$ cat config.mk
export PLATFORM = sky130hd
export DESIGN_NAME = multicycle_addsub
export DESIGN_NICKNAME = d
export VERILOG_FILES = /design/src/rtl/arith_pkg.sv /design/src/rtl/rca_chunk.sv /design/src/rtl/multicycle_addsub.sv
export SDC_FILE = /design/constraint.sdc
export NUM_CORES = 1
export LEC_CHECK = 0
export ABC_CLOCK_PERIOD_IN_PS = 15500
export CAP_MARGIN = 10
export CORE_AREA = 2 2 96 98
export CTS_BUF_LIST = sky130_fd_sc_hd__clkbuf_2
export CTS_CLUSTER_DIAMETER = 100
export DETAILED_ROUTE_END_ITERATION = 7
export DIE_AREA = 0 0 98 100
export GPL_ROUTABILITY_DRIVEN = 0
export HOLD_SLACK_MARGIN = 0.05
export PLACE_DENSITY = 0.93
export SKIP_LAST_GASP = 1
export SYNTH_ARGS = -nofsm -noshare
export SYNTH_HDL_FRONTEND = slang
export SYNTH_SLANG_ARGS = --single-unit
$ cat constraint.sdc
create_clock -name clock -period 15.5 [get_ports clock]
set_input_delay 3.1 -clock clock [delete_from_list [all_inputs] [get_ports clock]]
set_output_delay 3.1 -clock clock [all_outputs]
set_load 0.01 [all_outputs]
$ cat src/rtl/arith_pkg.sv
// Shared types and constants for the multi-cycle add/subtract unit.
// The state enum drives the handshake FSM; the op codes give names to the in_sub encoding.
package arith_pkg;

  typedef enum logic [1:0] {
    IDLE = 2'd0,
    BUSY = 2'd1,
    DONE = 2'd2
  } state_t;

  localparam logic OP_ADD = 1'b0;
  localparam logic OP_SUB = 1'b1;

endpackage

$ cat src/rtl/rca_chunk.sv
// Combinational CHUNK-bit ripple-carry slice built from 1-bit full adders.
// Also reports the carry into the top bit, which the caller needs for signed overflow.
module rca_chunk #(
  parameter int CHUNK = 8
) (
  input  logic [CHUNK-1:0] a,
  input  logic [CHUNK-1:0] b,
  input  logic             cin,
  output logic [CHUNK-1:0] s,
  output logic             cout,
  output logic             c_msb
);

  logic [CHUNK:0] carry;

  always_comb begin
    carry    = '0;
    s        = '0;
    carry[0] = cin;
    for (int i = 0; i < CHUNK; i++) begin
      s[i]       = a[i] ^ b[i] ^ carry[i];
      carry[i+1] = (a[i] & b[i]) | (carry[i] & (a[i] ^ b[i]));
    end
  end

  assign cout  = carry[CHUNK];
  assign c_msb = carry[CHUNK-1];

endmodule

$ cat src/rtl/multicycle_addsub.sv
// Add/subtract unit that pushes one CHUNK-bit slice per clock through a single ripple slice.
// Operands are latched on accept, so the request ports are free to change while the op runs.
module multicycle_addsub
  import arith_pkg::*;
#(
  parameter int WIDTH = 32,
  parameter int CHUNK = 8
) (
  input  logic             clock,
  input  logic             reset,
  input  logic             in_valid,
  output logic             in_ready,
  input  logic [WIDTH-1:0] in_a,
  input  logic [WIDTH-1:0] in_b,
  input  logic             in_cin,
  input  logic             in_sub,
  output logic             out_valid,
  input  logic             out_ready,
  output logic [WIDTH-1:0] out_sum,
  output logic             out_cout,
  output logic             out_ovf,
  output logic             out_zero
);

  localparam int NCHUNK = WIDTH / CHUNK;
  localparam int CW     = (NCHUNK > 1) ? $clog2(NCHUNK) : 1;
  localparam logic [CW-1:0]    LAST = CW'(NCHUNK - 1);
  localparam logic [WIDTH-1:0] MASK = WIDTH'({CHUNK{1'b1}});

  generate
    if ((WIDTH % CHUNK) != 0) begin : g_width_check
      $error("multicycle_addsub: WIDTH must be a multiple of CHUNK");
    end
  endgenerate

  state_t state, next_state;

  logic [CW-1:0]    count;
  logic [WIDTH-1:0] a_reg, b_reg, sum_reg, next_sum;
  logic             carry_reg, cout_reg, ovf_reg, zero_reg;
  logic [31:0]      offset;
  logic [CHUNK-1:0] a_slice, b_slice, s_slice;
  logic             slice_cout, slice_c_msb;
  logic             accept, last_slice;

  assign accept     = (state == IDLE) && in_valid;
  assign last_slice = (count == LAST);

  always_ff @(posedge clock) begin
    if (reset) state <= IDLE;
    else       state <= next_state;
  end

  always_comb begin
    next_state = state;
    case (state)
      IDLE:    if (in_valid)   next_state = BUSY;
      BUSY:    if (last_slice) next_state = DONE;
      DONE:    if (out_ready)  next_state = IDLE;
      default: next_state = IDLE;
    endcase
  end

  always_comb begin
    in_ready  = (state == IDLE);
    out_valid = (state == DONE);
  end

  // Shifts rather than variable part-selects keep the slice window free of index-width issues.
  always_comb begin
    offset   = 32'(count) * 32'(CHUNK);
    a_slice  = CHUNK'(a_reg >> offset);
    b_slice  = CHUNK'(b_reg >> offset);
    next_sum = (sum_reg & ~(MASK << offset)) | (WIDTH'(s_slice) << offset);
  end

  rca_chunk #(.CHUNK(CHUNK)) u_slice (
    .a     (a_slice),
    .b     (b_slice),
    .cin   (carry_reg),
    .s     (s_slice),
    .cout  (slice_cout),
    .c_msb (slice_c_msb)
  );

  // Subtraction is folded in at accept time: B is inverted and the carry forced to one.
  always_ff @(posedge clock) begin
    if (reset) begin
      count     <= '0;
      a_reg     <= '0;
      b_reg     <= '0;
      carry_reg <= 1'b0;
      sum_reg   <= '0;
      cout_reg  <= 1'b0;
      ovf_reg   <= 1'b0;
      zero_reg  <= 1'b0;
    end else if (accept) begin
      count     <= '0;
      a_reg     <= in_a;
      b_reg     <= in_b ^ {WIDTH{in_sub != OP_ADD}};
      carry_reg <= (in_sub == OP_SUB) ? 1'b1 : in_cin;
      sum_reg   <= '0;
      cout_reg  <= 1'b0;
      ovf_reg   <= 1'b0;
      zero_reg  <= 1'b0;
    end else if (state == BUSY) begin
      sum_reg   <= next_sum;
      carry_reg <= slice_cout;
      count     <= count + 1'b1;
      if (last_slice) begin
        cout_reg <= slice_cout;
        ovf_reg  <= slice_c_msb ^ slice_cout;
        zero_reg <= (next_sum == '0);
      end
    end
  end

  assign out_sum  = sum_reg;
  assign out_cout = cout_reg;
  assign out_ovf  = ovf_reg;
  assign out_zero = zero_reg;

endmodule

# After elaboration in Yosys (flattened, before gate mapping)
# Cells that the tools add are included.
dict set report word_totals {
  reg_bits 104
  output_inout_bits 37
  word_cells 79
}
dict set report classes {
  add_sub_neg 1
  eq_ne 6
  n_shift 4
  mux 7
  n_bitwise 45
  n_reduce_logical 7
}
# operator n
set op_table {}
lappend op_table {{right shift 32 x 5 -> 8 bit} 2}
lappend op_table {{bitwise AND 32 bit} 1}
lappend op_table {{logical NOT 32 bit} 1}
lappend op_table {{inverter 32 bit} 1}
lappend op_table {{bitwise OR 32 bit} 1}
lappend op_table {{<< shifter 8 x 5 -> 32 bit} 1}
lappend op_table {{<< shifter 8 x 5 -> 32 bit (first input constant)} 1}
lappend op_table {{bitwise XOR 32 bit} 1}
lappend op_table {{bitwise XOR 1 bit} 17}
lappend op_table {{bitwise AND 1 bit} 16}
lappend op_table {{bitwise OR 1 bit} 8}
lappend op_table {{2-to-1 mux 2 bit} 3}
lappend op_table {{one-hot mux 2 bit (3 select lines)} 1}
lappend op_table {{equality test 2 bit (second input constant)} 2}
lappend op_table {{inequality test 2 bit (second input constant)} 2}
lappend op_table {{2-to-1 mux 1 bit} 3}
lappend op_table {{AND reduction 3 bit} 1}
lappend op_table {{adder 2 x 1 -> 2 bit (second input constant)} 1}
lappend op_table {{equality test 2 x 1 -> 1 bit (second input constant)} 1}
lappend op_table {{logical NOT 2 bit} 1}
lappend op_table {{inequality test 2 x 1 -> 1 bit (second input constant)} 1}
lappend op_table {{AND reduction 2 bit} 1}
lappend op_table {{nonzero test 2 bit} 1}
lappend op_table {{OR reduction 2 bit} 1}
lappend op_table {{logical AND 1 bit} 1}

# Longest topological paths before layout
# Gate-level depths: netlist of run 1.
dict set report logic_depth {
  word_depth 20
  depth_mapped 19
}

# By module
# Synthesis of run 1 repeated with hierarchy kept, for this count alone.
dict set report unflattened {
  hier_cells 506
  hier_area_um2 4662.0
}
# module instances cells_per_inst area_each_um2 seq_area_each_um2
set by_module_without_submodules {}
lappend by_module_without_submodules {multicycle_addsub 1 488 4464.3 2082.0}
lappend by_module_without_submodules {rca_chunk 1 18 197.7 0.0}

# Worst setup path before layout of run 1
# No wires, ideal clock.
dict set report synth_path {
  kind {reg2reg}
  start {register count[1]}
  end {register zero_reg (netlist: out_zero)}
  arrival_ps 4955
  required_time_ps 15425
  slack_ps 10470
  path_stages_with_launch 20
  n_path_buf 2
  path_cell_list {dfxtp_1 buf_2 buf_2 mux4_2 inv_1 fa_1 fa_1 fa_1 fa_1 fa_1 fa_1 inv_1 fa_1 inv_1 fa_1 nor2b_1 o211ai_1 a211oi_1 nand4_1 o22ai_1}
}
dict set report synth_between {
  elab_chain_cells 20
  word_cells_on_any_way 47
  classes_between {eq/ne (1); shift (4); bitwise (40); reduce/logical (2)}
}
# element line_no
set synth_rtl {}
lappend synth_rtl {{start: declaration} multicycle_addsub.sv:38} ;# logic [CW-1:0] count;
lappend synth_rtl {{start signal: assignment} multicycle_addsub.sv:109} ;# count <= count + 1'b1;
lappend synth_rtl {{right shift 32 x 5 -> 8 bit, on equally long branches} {multicycle_addsub.sv:72, multicycle_addsub.sv:73}}
lappend synth_rtl {{bitwise XOR 1 bit} {rca_chunk.sv:21, rca_chunk.sv:22}}
lappend synth_rtl {{bitwise AND 1 bit} rca_chunk.sv:22} ;# carry[i+1] = (a[i] & b[i]) | (carry[i] & (a[i] ^ b[i]));
lappend synth_rtl {{bitwise OR 1 bit} rca_chunk.sv:22}
lappend synth_rtl {{bitwise AND 1 bit} rca_chunk.sv:22}
lappend synth_rtl {{bitwise OR 1 bit} rca_chunk.sv:22}
lappend synth_rtl {{bitwise AND 1 bit} rca_chunk.sv:22}
lappend synth_rtl {{bitwise OR 1 bit} rca_chunk.sv:22}
lappend synth_rtl {{[... 4 more ...]} --}
lappend synth_rtl {{bitwise AND 1 bit} rca_chunk.sv:22}
lappend synth_rtl {{bitwise OR 1 bit} rca_chunk.sv:22}
lappend synth_rtl {{bitwise AND 1 bit} rca_chunk.sv:22}
lappend synth_rtl {{bitwise OR 1 bit} rca_chunk.sv:22}
lappend synth_rtl {{bitwise XOR 1 bit} rca_chunk.sv:21} ;# s[i] = a[i] ^ b[i] ^ carry[i];
lappend synth_rtl {{<< shifter 8 x 5 -> 32 bit} multicycle_addsub.sv:74} ;# next_sum = (sum_reg & ~(MASK << offset)) | (WIDTH'(s_slice) << offset);
lappend synth_rtl {{bitwise OR 32 bit} multicycle_addsub.sv:74}
lappend synth_rtl {{logical NOT 32 bit} multicycle_addsub.sv:113} ;# zero_reg <= (next_sum == '0);
lappend synth_rtl {{end signal: assignment} multicycle_addsub.sv:113}
lappend synth_rtl {{end: declaration} multicycle_addsub.sv:40} ;# logic carry_reg, cout_reg, ovf_reg, zero_reg;
# Parallel ways exist; a longest one is shown, timed or not.
# A chain may end at the register's enable or synchronous reset.

# Final worst setup path of run 1
dict set report layout_path {
  start {register count[0]}
  end {register zero_reg (netlist: out_zero)}
}
# Same word-level chain as after synthesis.

==> results.md, run 1 <==
- Chip Width: a little under 100 um
- Arrival @ worst endpoint: approximately 6.3 ns
- Status: complete, no violations
- Final Skew: 0.0243 ns
- WS Path Type: reg -> reg
- Final Net Count: between 700 and 800
- Flip-flop and latch area: around 2100 um2
- 1st-iter DRT viols: about 280
- Gr ovfl total: 0
- Synth Register Bits: about 100
- Setup tns final: 0 ns
- YS warnings: 0
- Sw power: between 0.15 and 0.2 mW
- Total Die Area: 9800 um2
- Layout cells sized above 1: 0.0604
- Pwr dens: ~94 nW/um2
- Most used cell, CP: fa_1
- Final hold violation count: 0
- Drt drc: 0
- Fillers: 655
- Multi-input gate area: between 2000 and 2500 um2
- Port buffer count: 106
- RSZ-0062 raised after global routing: false
- CP max stage cell: dfxtp_2
- First-pass GRT wire length: 17900 um
- CTS Root Cell: clkbuf_2
- Unique cell type count in the Yosys netlist: 34
- Final setup fails: 0
- Min-delay worst type: reg -> reg
- Worst Setup End Kind: flop
- Flop-to-flop setup slack: about 9.7 ns
- Period utilisation layout: 0.376
- CP peak stage delay: between 0.9 and 1 ns
- Maxcap violations: 0
- Final Slew Violations: 0
- Top delay family on crit path: adder cells
- DR WL/cell: 14.7 um
- Largest net degree at the start of global routing: between 90 and 100
- Area grow syn2layout: 25.1%
- Worst setup SP type: flop
- Leakage: 2.09 nW
- Share of flip-flops with an asynchronous set or reset: 0
- CTS Buf Count: 9
- Seq pwr share: 0.523
- CTS HTree Levels: 3
- Post-synth EDFFs: 0
- F_max: ~170 MHz
- TritonCTS Sinks: around 100
- Final WL: 10800 um
- Syn_area_per_cell: slightly below 9 um2
- GRT Overall Usage: 0.224
- Synthesized area: 4750 um2
- Logic gate share of total power: 0.203
- Pre-Repair DR Iteration Count: 6
- Commonest cells after routing, fill and taps aside: clkdlybuf4s50_1, dfxtp_1, nor2_1
- Peak VDD IR: about 0.000058 V
- Buffers and inverters on the worst path: 3
- Sequential share of the synthesized area: 0.438
- CTS tree: yes
- Placed wire-length estimate: 7830 um
- Ant diodes: 0
- Postcts setup bufs: 0
- Sw Share: 0.277
- Hold buffer count at CTS: 0
- CTS clk-pin slew, worst paths: between 0.2 and 0.3 ns
- Fin Hold WS: 0.470 ns
- CP Max Fanout: 31
- Via density: 5.50
- Post-Syn Instances: 541
- Ports: 107
- Starting Density: 0.535
- Post-cts resize count: 0
- Worst path required time: ~16 ns
- Vias: between 4000 and 5000
- Worst slew margin: 0.223
- Tmin final: just under 6 ns
- Worst skew pair latency: roughly 0.56 ns
- Row count: 35
- Total Power: 0.562 mW
- Clock Power Share: 0.274
- Initial antenna violation count: 0
- Slew @ Worst Pin: approximately 1.2 ns
- Most common cell after layout, fill and taps aside: clkdlybuf4s50_1
- Detail Route Antenna Nets: 0
- Vias in the first global route: 4003
- CP cell instances: mux4_2 > inv_1 > fa_1 > fa_1 > fa_1 > fa_1 > fa_1 > fa_1 > inv_1 > fa_1 > inv_1 > fa_1 > nor2b_1 > o211ai_1 > a211oi_1 > nand4_1 > o22ai_1
- Die height: roughly 100 um
- Pint: ~0.4 mW
- Core area: just under 9000 um2
- Clk buf depth: 2
- Post-Synthesis Net Count: ~620
- Ys flop type: dfxtp_1
==> per-stage QoR <==
step	util	setup slack, ns	area [um2]	instances
after floorplan	-	10.47	4750	541
after global placement	0.649	9.63	5770	724
after detailed placement	0.649	9.57	5770	724
after CTS	0.666	9.67	5920	739
after global routing	0.669	9.31	5950	740
final	0.669	9.67	5950	740
==> power groups by stage <==
stage / registers, mW / clock network (mW) / logic [mW]
after floorplan: 0.294 / 0 / 0.0756
after global placement: 0.298 / 0 / 0.107
after detailed placement: 0.299 / 0 / 0.111
after CTS: 0.294 / 0.154 / 0.112
after global routing: 0.296 / 0.165 / 0.124
final: 0.294 / 0.154 / 0.114
==> path summary, 6_finish.rpt <==
path,from,end,cells past startpoint
setup / recovery,count[0],out_zero,17
hold reg to reg,a_reg[24],a_reg[24],2
setup reg to reg,count[0],out_zero,17
hold / removal,a_reg[24],a_reg[24],2
==> cell type report <==
type                       instances  area share
multi-input combinational        378       0.402
inverter                          22      0.0139
sequential                       104       0.350
tap                              111      0.0234
clock buffer                       9     0.00757
timing repair buffer             110       0.185
clock inverter                     6      0.0181
==> logic make-up after synthesis <==
kind of cell,count (synthesis),share of synthesized area
simple gates,199,0.169
compound gates,116,0.147
flops,104,0.438
buf+inv,59,0.0606
xor+xnor,34,0.0627
mux,17,0.0779
fa+ha+maj,12,0.0442
==> worst reg2reg max path, cell delays in order (launching register included) <==
cell	delay, ns
dfxtp_2	0.94
mux4_2	0.38
inv_1	0.07
fa_1	0.40
fa_1	0.40
fa_1	0.39
fa_1	0.41
fa_1	0.46
fa_1	0.43
inv_1	0.10
fa_1	0.22
inv_1	0.08
fa_1	0.69
nor2b_1	0.23
o211ai_1	0.13
a211oi_1	0.24
nand4_1	0.12
o22ai_1	0.11
==> metal layers <==
layer | track usage | part of all wire | vias up
met5 | 0 | 0 | -
met4 | 0.107 | 0.034 | 0
met3 | 0.0439 | 0.066 | 36
met2 | 0.389 | 0.50 | 176
met1 | 0.267 | 0.40 | 1870
li1 | - | - | 1986
==> synth_stat cells (2+ instances only) <==
cell type / number / area share
a211oi_1: 35 / 0.055
a21oi_1: 68 / 0.072
a22oi_1: 2 / 0.0032
a32oi_1: 2 / 0.0037
buf_2: 17 / 0.018
buf_4: 8 / 0.013
buf_6: 2 / 0.0047
clkbuf_1: 10 / 0.0079
dfxtp_1: 104 / 0.44
fa_1: 8 / 0.034
ha_1: 4 / 0.011
inv_1: 22 / 0.017
mux4_2: 16 / 0.076
nand2_1: 75 / 0.059
nand2b_1: 2 / 0.0026
nand3_1: 3 / 0.0032
nand4_1: 2 / 0.0026
nor2_1: 102 / 0.081
nor2b_1: 4 / 0.0053
nor3_1: 3 / 0.0032
nor3b_1: 2 / 0.0032
nor4_1: 3 / 0.0039
o21ai_0: 2 / 0.0021
o22ai_1: 3 / 0.0039
xnor2_1: 33 / 0.061
(Power assumes the default switching activity.)
==> inputs of run 2 (changes only) <==
--- a/config.mk
+++ b/config.mk
@@ -5,16 +5,16 @@
 export SDC_FILE = /design/constraint.sdc
 export NUM_CORES = 1
 export LEC_CHECK = 0
-export ABC_CLOCK_PERIOD_IN_PS = 15500
+export ABC_CLOCK_PERIOD_IN_PS = 4900
 export CAP_MARGIN = 10
-export CORE_AREA = 2 2 96 98
+export CORE_AREA = 2 2 104 106
 export CTS_BUF_LIST = sky130_fd_sc_hd__clkbuf_2
 export CTS_CLUSTER_DIAMETER = 100
 export DETAILED_ROUTE_END_ITERATION = 7
-export DIE_AREA = 0 0 98 100
+export DIE_AREA = 0 0 106 108
 export GPL_ROUTABILITY_DRIVEN = 0
 export HOLD_SLACK_MARGIN = 0.05
-export PLACE_DENSITY = 0.93
+export PLACE_DENSITY = 0.85
 export SKIP_LAST_GASP = 1
 export SYNTH_ARGS = -nofsm -noshare
 export SYNTH_HDL_FRONTEND = slang
==> constraint.sdc (replaced) <==
create_clock -name clock -period 4.9 [get_ports clock]
set_input_delay 0.98 -clock clock [delete_from_list [all_inputs] [get_ports clock]]
set_output_delay 0.98 -clock clock [all_outputs]
set_load 0.01 [all_outputs]
==> results.md, run 2 (synthesis gave the netlist of run 1 again) <==
- Status: complete, no violations
- Total Die Area: 11400 um2 (+17%)
- Via density: 5.33 (-3.0%)
- CP Max Fanout: 4 (-87%)
- Fillers: 888 (+36%)
- Worst r2r src: count[0]
- CTS tree: yes
- Min-delay worst type: reg -> reg
- Final hold violation count: 0 (unchanged)
- Largest net degree at the start of global routing: 97 (-1.0%)
- First-pass GRT wire length: 19100 um (+6.7%)
- Worst skew pair latency: 0.60 ns (+0.04 ns)
- GRT Overall Usage: 0.209 (-0.0144)
- Drt drc: 0 (unchanged)
- Die height: 108 um (+8.0%)
- Detail Route Antenna Nets: 0 (unchanged)
- Fin cells: 773 (+4.5%)
- Layout cells sized above 1: 0.0911 (+0.0306)
- Worst path required time: 5.42 ns (-10.59 ns)
- Commonest cells after routing, fill and taps aside: clkdlybuf4s50_1, dfxtp_1, nor2_1
- Layout Utilization: 0.585 (-0.0840)
- Final Net Count: 715 (+1.1%)
- Ant diodes: 0 (unchanged)
- Final Slew Violations: 0 (unchanged)
- Arrival @ worst endpoint: 5.29 ns (-1.05 ns)
- Cells on worst reg2reg path: 17 (unchanged)
- CTS Root Cell: clkbuf_2
- Fin Hold WS: 0.470 ns (+0.0000870 ns)
- Pre-Repair DR Iteration Count: 5 (-1)
- CTS clk-pin slew, worst paths: 0.27 ns (about the same)
- Worst slew margin: 0.424 (+0.201)
- CTS Buf Count: 9 (unchanged)
- Core area: 10200 um2 (+15%)
- Hold EP: a_reg[20]
- Slew @ Worst Pin: 0.864 ns (-0.302 ns)
- Setup tns final: 0 ns (unchanged)
- Chip Width: 106 um (+8.2%)
- Period utilisation layout: 0.974 (+0.597)
- DR WL/cell: 14.8 um (+1.2%)
- Final WL: 11500 um (+5.8%)
- Peak VDD IR: 0.000119 V (+100%)
- Ports: 107 (unchanged)
- Area grow syn2layout: 25.9%
- Final Skew: 0.0271 ns (+0.00280 ns)
- Min-Delay Path Depth: 2 (unchanged)
- Vias in the first global route: 4005 (+0.050%)
- WS Path Type: reg -> reg
- 1st-iter DRT viols: 215 (-23%)
- Pwr dens: 276 nW/um2 (+190%)
- Port buffer count: 106 (unchanged)
- CTS HTree Levels: 3 (unchanged)
- Row count: 37 (+5.7%)
- Placed wire-length estimate: 8480 um (+8.2%)
- Cells after DPL: 756 (+4.4%)
- Hold path startpoint: a_reg[20]
- Worst setup SP type: flop
- Flop-to-flop setup slack: 0.13 ns (-9.54 ns)
- Clk buf depth: 2 (unchanged)
- F_max: 210 MHz (+22%)
- Initial antenna violation count: 0 (unchanged)
- Setup crit start: count[0]
- RSZ-0062 raised after global routing: false
- Worst Setup End Kind: flop
- Starting Density: 0.464 (-0.0701)
- Gr ovfl total: 0 (unchanged)
- Setup WS post-layout: 0.129 ns (-9.54 ns)
- Reg-to-Reg End: out_zero
- Most common cell after layout, fill and taps aside: clkdlybuf4s50_1
- TritonCTS Sinks: 104 (unchanged)
- Setup WS pre-CTS: -0.0641 ns (-9.63 ns)
- Vias: 4122 (+1.3%)
- Maxcap violations: 0 (unchanged)
- Leakage: 2.10 nW (+0.17%)
- Final setup fails: 0 (unchanged)
- Tmin final: 4.77 ns (-1.06 ns)
==> run 2: cell count changes in the layout (fill, tap and decap cells not counted), moves of 2 or more <==
cell | before | now
buf_4 | 3 | 12
fa_1 | 8 | 0
fa_2 | 0 | 8
bufinv_16 | 3 | 0
clkinvlp_4 | 0 | 2
==> run 2: repair_timing <==
action	4_1_cts	5_1_grt
setup buffers	2	0
endpoints found under the setup margin	1	1
pin swaps	4	11
gates resized for setup	7	5
hold buffers	0	0
==> run 2: stage by stage <==
| step | total power, mW | area (um2) |
|---|---|---|
| 2_1_floorplan | 1.17 | 4760 |
| 3_3_place_gp | 1.29 | 5860 |
| 3_5_place_dp | 1.31 | 5860 |
| 4_1_cts | 1.64 | 5970 |
| 5_1_grt | 1.73 | 5980 |
| 6_report | 1.65 | 5980 |
==> run 2: worst max-delay path by stage <==
stage,end,cells after the start
after floorplan,out_zero,19
after global placement,out_zero,17
after detailed placement,out_zero,17
after CTS,out_zero,17
after global routing,out_zero,17
final,out_zero,17
==> run 2: routing by layer <==
metal / global-route usage / wire, um / vias to the layer above
met3: 0.0350 / 749 / 31
met1: 0.264 / 4720 / 1912
met4: 0.101 / 359 / 0
met5: 0 / 0 / -
met2: 0.352 / 5640 / 175
li1: - / - / 2004
==> run 2: worst max-delay path: stages (launching register included) <==
cell	delay (ns)
dfxtp_4	0.42
mux4_2	0.32
inv_1	0.05
fa_2	0.37
fa_2	0.39
fa_2	0.37
fa_2	0.34
fa_2	0.35
fa_2	0.34
inv_2	0.06
fa_2	0.19
inv_1	0.06
fa_2	0.59
nor2b_4	0.15
a311oi_1	0.09
nor3b_1	0.28
nand4_1	0.16
o22ai_1	0.15
==> run 2: power by group <==
part | total, mW | internal (mW) | switching, mW
combinational | 0.382 | 0.184 | 0.198
clock | 0.343 | 0.0657 | 0.278
sequential | 0.924 | 0.896 | 0.0283
total | 1.65 | 1.15 | 0.504
==> run 2: cell type report <==
class | instances | area, um2 | share of cell area
repair buffers | 118 | 1140 | 0.191
clock inverters | 5 | 33.8 | 0.00564
clock buffers | 10 | 50.0 | 0.00836
inverters | 22 | 82.6 | 0.0138
well taps | 136 | 170 | 0.0284
multi-input cells | 378 | 2420 | 0.405
flip-flops and latches | 104 | 2090 | 0.349
==> inputs of run 3 (changes only) <==
--- a/config.mk
+++ b/config.mk
@@ -6,7 +6,7 @@
 export NUM_CORES = 1
 export LEC_CHECK = 0
 export ABC_CLOCK_PERIOD_IN_PS = 4900
-export CAP_MARGIN = 10
+export CAP_MARGIN = 20
 export CORE_AREA = 2 2 104 106
 export CTS_BUF_LIST = sky130_fd_sc_hd__clkbuf_2
 export CTS_CLUSTER_DIAMETER = 100
==> results of run 3 <==
Same layout as run 2: the final DEF is identical, and so are final timing and power.
